--- src/rtl/sbox_layer_ctrl.sv ---
// Runs one 48-bit substitution layer through a single shared S-box, one chunk per clock.
// The S-box is external and must be combinational: sbox_dout is sampled in the cycle sbox_din is driven.
//
// state | meaning
// IDLE  | waiting for a word, in_ready=1
// RUN   | one S-box lookup per cycle, idx 0..NUM_CHUNKS-1
// DONE  | result held on out_data, out_valid=1 until out_ready
module sbox_layer_ctrl #(
  parameter int NUM_CHUNKS = 8,
  parameter int IN_W       = 6,
  parameter int OUT_W      = 4
) (
  input  logic                        clk,
  input  logic                        rst_n,
  input  logic                        in_valid,
  output logic                        in_ready,
  input  logic [NUM_CHUNKS*IN_W-1:0]  in_data,
  output logic [IN_W-1:0]             sbox_din,
  input  logic [OUT_W-1:0]            sbox_dout,
  output logic                        out_valid,
  input  logic                        out_ready,
  output logic [NUM_CHUNKS*OUT_W-1:0] out_data,
  output logic                        busy
);

  localparam int SRC_W = NUM_CHUNKS * IN_W;
  localparam int ACC_W = NUM_CHUNKS * OUT_W;
  localparam int IDX_W = (NUM_CHUNKS > 1) ? $clog2(NUM_CHUNKS) : 1;
  localparam logic [IDX_W-1:0] LAST_IDX = IDX_W'(NUM_CHUNKS - 1);

  typedef enum logic [1:0] {
    IDLE = 2'd0,
    RUN  = 2'd1,
    DONE = 2'd2
  } state_t;

  state_t             state_q, state_d;
  logic [SRC_W-1:0]   src_q, src_d;
  logic [ACC_W-1:0]   acc_q, acc_d;
  logic [IDX_W-1:0]   idx_q, idx_d;

  always_ff @(posedge clk) begin
    if (!rst_n) begin
      state_q <= IDLE;
      src_q   <= '0;
      acc_q   <= '0;
      idx_q   <= '0;
    end else begin
      state_q <= state_d;
      src_q   <= src_d;
      acc_q   <= acc_d;
      idx_q   <= idx_d;
    end
  end

  always_comb begin
    state_d   = state_q;
    src_d     = src_q;
    acc_d     = acc_q;
    idx_d     = idx_q;
    in_ready  = 1'b0;
    out_valid = 1'b0;
    sbox_din  = '0;
    unique case (state_q)
      IDLE: begin
        in_ready = 1'b1;
        if (in_valid) begin
          state_d = RUN;
          src_d   = in_data;
          acc_d   = '0;
          idx_d   = '0;
        end
      end
      RUN: begin
        // MSB chunk goes first so results shift into acc in the same order
        sbox_din = src_q[SRC_W-1 -: IN_W];
        acc_d    = {acc_q[ACC_W-OUT_W-1:0], sbox_dout};
        src_d    = src_q << IN_W;
        if (idx_q == LAST_IDX) begin
          state_d = DONE;
          idx_d   = '0;
        end else begin
          idx_d = idx_q + 1'b1;
        end
      end
      DONE: begin
        out_valid = 1'b1;
        if (out_ready) begin
          state_d = IDLE;
        end
      end
      default: begin
        state_d = IDLE;
      end
    endcase
  end

  assign out_data = acc_q;
  assign busy     = (state_q != IDLE);

endmodule

--- config.mk ---
export PLATFORM = sky130hd
export DESIGN_NAME = sbox_layer_ctrl
export DESIGN_NICKNAME = d
export VERILOG_FILES = /design/src/rtl/sbox_layer_ctrl.sv
export SDC_FILE = /design/constraint.sdc
export NUM_CORES = 1
export LEC_CHECK = 0
export BUFFER_PORTS_ARGS = -buffer_cell sky130_fd_sc_hd__buf_2
export CAP_MARGIN = 10
export CORE_MARGIN = 8
export CORE_UTILIZATION = 40
export CTS_BUF_LIST = sky130_fd_sc_hd__clkbuf_4
export CTS_CLUSTER_SIZE = 24
export DETAILED_ROUTE_END_ITERATION = 7
export GPL_ROUTABILITY_DRIVEN = 0
export MAX_ROUTING_LAYER = met4
export SLEW_MARGIN = 25
export SYNTH_ARGS = -nofsm -noshare
export SYNTH_HDL_FRONTEND = slang
export SYNTH_SLANG_ARGS = --single-unit
--- constraint.sdc ---
create_clock -name clk -period 1.65 [get_ports clk]
set_clock_uncertainty 0.05 [all_clocks]
set_input_delay 0.33 -clock clk [delete_from_list [all_inputs] [get_ports clk]]
set_output_delay 0.33 -clock clk [all_outputs]
set_load 0.03 [all_outputs]
==> qor.txt, run 1 <==
outcome: finished with violations
violations in the final reports: negative setup slack
final routed DRC violation total: 0
post-synthesis async set-or-reset flop share: 0%
Worst path most repeated cell: buf_4
Final Hold Slack: 0.1434 ns
worst rel slew slack: 40.84%
final std cells w/o fill: 552
die height: 108.7 µm
die area: 11830 µm²
top_reg_cell synth: dfxtp_1
Root Buffer: clkbuf_4
Setup crit start kind: flop
Worst Tran Pin Value: 0.8874 ns
FF/Latch Area: 1704 µm²
Post-Route Setup TNS: -2.116 ns
CP peak stage delay: 0.47 ns
Final Hold Fails: 0
CP Class: reg2reg
first-pass GRT wire length: 14.13 mm
FP Rows: 34
Final ANT Viol Nets: 0
yosys warns: 0
met2 usage: 24.89%
Starting Density: 40.24%
critical path's slowest cell: or3b_2
area occupied by multi-input gates: 1587 µm²
Worst-path clk slew: 0.12 ns
placed cell area: 4004 µm²
Vias/cell: 5.219
CP Capture Type: flop
Worst EP required: 1.90 ns
P_leak: 1.796 nW
Total Routing Usage GR: 15.52%
Finished Cell Area: 4362 µm²
CTS Sinks: 85
Final period util: 104.6%
average size of a mapped cell: 9.859 µm²
# nets final: 496
wire length per cell: 16.11 µm
Final Core Density: 51.01%
Crit path max-delay family: simple AND/OR/NAND/NOR gates
worst skew pair latency: 0.41 ns
Critical Path AT: 1.97 ns
flops & latches, synth: 85
class of the worst hold path: in2reg
final WL: 8.891 mm
maximum VDD drop: 599.9 µV
minimum clock period: 1.726 ns
worst path cell trace: buf_4 > buf_4 > or3b_2 > buf_12 > o221ai_2 > nor2_1
Vias: 2881
clk buf depth: 2
RSZ-0062 raised after global routing: true
unique cell type count in the Yosys netlist: 26
Slew Limit Fails: 0
die width: 108.7 µm
IO Count: 97
initial drt markers: 146
fillers: 822
Area growth syn-to-layout: 26.76%
max_cap viols: 0
Cells after Synth: 349
TritonRoute pass-1 iters: 4
largest cells by area after synthesis: dfxtp_1 49%, nor2_1 9.2%, a22oi_1 8.9%
initial antenna violation count: 1
final setup vio count: 46
area leader, netlist: dfxtp_1
Remaining Overflow, GRT: 0
GR Util met1: 18.49%
Core ar.: 8551 µm²
Post-synth EDFFs: 0
largest net degree at the start of global routing: 44
dpl hpwl: 6.034 mm
Setup WS post-layout: -0.07578 ns
Syn Nets: 407
total design power: 4.534 mW
hold_buf cts: 0
Cell Pwr Density: 1039 nW/µm²
Fmax: 0.5794 GHz
gr busiest metal: met2
met3 Track Usage GR: 5.851%
number of cells after detailed placement: 531
maximum fanout along the worst path: 43
CTS buffer count: 9
TritonCTS clock tree: done
Buffers on Ports: 96
number of global-route vias before repair: 2874
H-tree levels: 3
Synth top cells by count: 85 x dfxtp_1, 84 x nor2_1, 42 x nor2b_1
top-count cell post-synth: dfxtp_1
CP bufs+invs: 3
Placement Setup Slack: -0.02157 ns
share of the synthesized area in the top cell type: 49.45%
layout cells sized above 1: 37.47%
Cell Area, Synth: 3441 µm²
Seq/Total Area, Yosys: 49.45%
-- path summary, 6_finish.rpt --
path,from,endpoint,slack (ns),cells after the start
max,state_q[0],src_q[10],-0.08,6
min,sbox_dout[2],out_data[2],0.14,3
max reg2reg,state_q[0],src_q[10],-0.08,6
min reg2reg,src_q[13],src_q[13],0.44,2
-- worst min-delay path, delay by kind of cell --
family | cells | cell delay (ns)
and+or+nand+nor | 1 | 0.10
buffers and inverters | 1 | 0.08
AOI/OAI and AO/OA | 1 | 0.07
-- layout make-up --
class                   instances  share of cell area [%]
clock inverters                 4                   2.754
repair buffers                111                   16.41
inverters                       2                  0.1721
diodes                          1                 0.05737
flip-flops and latches         85                   39.07
multi-input cells             229                   36.37
clock buffers                  12                   2.065
well taps                     108                   3.098
-- timing repair --
action / in CTS / in global routing
setup endpoints to repair: 8 / 35
setup buffers: 2 / 2
resized for setup: 28 / 7
pin swaps: 6 / 7
-- routing by layer --
metal	up-vias	share of wire, %
li1	1425	-
met1	1375	45
met2	77	48
met3	4	6.5
met4	0	0.38
met5	-	0
-- flip-flops by register name (all words and copies together), names as in the netlist --
name      count
idx_q         3
out_data     32
src_q        48
state_q       2
-- where the power goes --
| part | total (mW) | switching [mW] | internal (mW) | leakage [nW] |
|---|---|---|---|---|
| Clock | 1.64 | 0.667 | 0.974 | 0.112 |
| Sequential | 2.25 | 0.0782 | 2.17 | 0.698 |
| Combinational | 0.640 | 0.350 | 0.290 | 0.986 |
-- cell usage in the layout, fill, tap and decap left out, types with 4 or more instances in the layout --
| cell type | n |
|---|---|
| a22oi_1 | 41 |
| buf_4 | 9 |
| nor2b_1 | 41 |
| dfxtp_1 | 83 |
| o221ai_1 | 19 |
| buf_6 | 10 |
| buf_12 | 5 |
| clkbuf_4 | 12 |
| nor2_1 | 84 |
| and2_4 | 6 |
| buf_2 | 87 |
| o221ai_2 | 22 |
| bufinv_16 | 4 |
-- kinds of logic (layout without fill, tap and decap cells) --
group | count (synthesis) | in the layout | synth area share [%]
AND/OR/NAND/NOR | 140 | 140 | 19.45
flip-flops | 85 | 85 | 49.45
adder cells (fa/ha/maj) | 2 | 2 | 0.7272
buffers and inverters | 35 | 129 | 6.109
AO/OA/AOI/OAI | 87 | 87 | 24.25
other | 0 | 1 | 0
No activity file was read; power rests on OpenSTA's default activity.
==> run 2: changes to the inputs <==
REMOVE_ABC_BUFFERS = 1   (was not set)
==> run 2 against run 1 <==
Critical path depth shrank 2; critical endpoint is now sbox_din[4]; hold slack lost 0.015 ns; first-iteration DRC count grew 23%; setup slack lost 0.019 ns; fmax shrank 1.1%; the flow still finishes with violations (negative setup slack); cell area grew 2.4%.
==> qor.txt, run 2 (synthesized netlist as in run 1, its figures left out) <==
outcome: finished with violations
violations in the final reports: negative setup slack
Register-to-Register Path Depth: 6 (unchanged)
Total Routing Usage GR: 15.48% (-0.041 points)
H-tree levels: 3 (unchanged)
Core ar.: 8551 µm² (unchanged)
RSZ-0062 raised after global routing: true
Final Hold Slack: 0.1283 ns (-0.01509 ns)
Remaining Overflow, GRT: 0 (unchanged)
P_leak: 1.821 nW (+1.4%)
CTS buffer count: 9 (unchanged)
dpl hpwl: 5.554 mm (-8.0%)
Cell Pwr Density: 929.5 nW/µm² (-11%)
commonest non-fill, non-tap cell in the layout: buf_2
Hold Path Sink: out_data[3]
minimum clock period: 1.744 ns (+0.01866 ns)
class of the worst hold path: in2reg
initial antenna violation count: 0 (-1)
number of global-route vias before repair: 2791 (-2.9%)
Slew Limit Fails: 0 (unchanged)
Vias: 2870 (-0.38%)
maximum VDD drop: 377.9 µV (-37%)
max FFs per register: 48 (unchanged)
max_cap viols: 0 (unchanged)
Final period util: 105.7% (+1.1 points)
wire length per cell: 16.27 µm (+1.0%)
clk buf depth: 2 (unchanged)
Area growth syn-to-layout: 29.85%
Starting Density: 40.24% (unchanged)
Worst Tran Pin Value: 0.5766 ns (-0.3107 ns)
Critical R2R Capture: src_q[19]
Setup crit start kind: flop
worst rel slew slack: 61.38% (+21 points)
Buffers on Ports: 96 (unchanged)
Final Hold Fails: 0 (unchanged)
largest net degree at the start of global routing: 54 (+23%)
FP Rows: 34 (unchanged)
worst skew pair latency: 0.41 ns (about the same)
# nets final: 504 (+1.6%)
Vias/cell: 5.125 (-1.8%)
worst r2r src: state_q[0]
hold_buf cts: 0 (unchanged)
final WL: 9.113 mm (+2.5%)
CP Capture Type: output port
final setup vio count: 8 (-83%)
hold path cells: 3 (unchanged)
layout cells sized above 1: 41.02% (+3.5 points)
maximum fanout along the worst path: 5 (-88%)
initial drt markers: 179 (+23%)
CP Class: reg2out
Worst-path clk slew: 0.14 ns (+0.02 ns)
r2r setup slk: 0.02 ns (+0.10 ns)
CTS Sinks: 85 (unchanged)
Setup WS post-layout: -0.09444 ns (-0.01866 ns)
final routed DRC violation total: 0 (unchanged)
Fmax: 0.5732 GHz (-1.1%)
TritonRoute pass-1 iters: 4 (unchanged)
TritonCTS clock tree: done
fillers: 814 (-0.97%)
Root Buffer: clkbuf_4
die area: 11830 µm² (unchanged)
IO Count: 97 (unchanged)
Final ANT Viol Nets: 0 (unchanged)
die width: 108.7 µm (unchanged)
Largest Register: src_q
Worst Hold Launch: sbox_dout[3]
Post-Route Setup TNS: -0.5406 ns (+1.575 ns)
Critical Path AT: 1.36 ns (-0.61 ns)
Worst EP required: 1.27 ns (-0.63 ns)
die height: 108.7 µm (unchanged)
first-pass GRT wire length: 14.21 mm (+0.54%)
commonest non-fill, non-tap cells in the layout: 87 x buf_2, 84 x nor2_1, 83 x dfxtp_1, 41 x a22oi_1, 41 x nor2b_1
[run 2: layout make-up]
| class | count | area [µm²] | share of cell area [%] |
|---|---|---|---|
| tap | 108 | 135.1 | 3.024 |
| timing repair buffer | 118 | 787.0 | 17.61 |
| antenna | 1 | 2.502 | 0.05601 |
| clock buffer | 10 | 75.07 | 1.680 |
| inverter | 2 | 7.507 | 0.1680 |
| clock inverter | 6 | 62.56 | 1.400 |
| multi-input combinational | 230 | 1692 | 37.86 |
| sequential | 85 | 1707 | 38.20 |
[run 2: worst max-delay path, cell delays in order (launching register included)]
cell	delay (ns)
dfxtp_2	0.38
nor2b_4	0.18
buf_6	0.14
and2_4	0.14
buf_6	0.12
[run 2: where the power goes]
group	leakage [nW]	internal (mW)	switching [mW]	total (mW)
Clock	0.0721	0.479	0.721	1.20
Combinational	1.05	0.319	0.379	0.699
Sequential	0.699	2.17	0.0812	2.25
[run 2: stage by stage]
step,instance area (µm²),std cells,power [mW],utilization (%),setup slack [ns]
global placement,3989,529,2.865,46.65,-0.02306
finish,4468,560,4.153,52.25,-0.09444
CTS,4330,555,4.138,50.64,-0.09699
detailed placement,3989,529,2.879,46.65,-0.05192
global route,4466,559,4.369,52.22,-0.1816
floorplan,3238,316,2.621,-,-0.9255
[run 2: worst max path at each step]
stage                from     endpoint  cells after the start
6_report       state_q[0]  sbox_din[4]                      4
5_1_grt        state_q[0]  sbox_din[2]                      4
4_1_cts        state_q[0]  sbox_din[4]                      4
3_5_place_dp   state_q[0]  sbox_din[0]                      3
3_3_place_gp   state_q[0]  sbox_din[0]                      3
2_1_floorplan  state_q[0]  sbox_din[0]                      2
[run 2: repair_timing]
| action | 4_1_cts | 5_1_grt |
|---|---|---|
| endpoints found under the setup margin | 51 | 9 |
| resized for setup | 37 | 16 |
| setup buffers | 8 | 4 |
| cloned | 2 | 0 |
| hold endpoints to repair | 0 | 0 |
| pin swaps | 6 | 4 |
[run 2: routing by layer]
| layer | vias to the layer above | track usage, % | wire length (µm) |
|---|---|---|---|
| li1 | 1444 | - | - |
| met1 | 1360 | 20.58 | 4383 |
| met2 | 54 | 23.19 | 4304 |
| met3 | 12 | 2.069 | 283 |
| met4 | 0 | 6.354 | 141 |
| met5 | - | - | 0 |
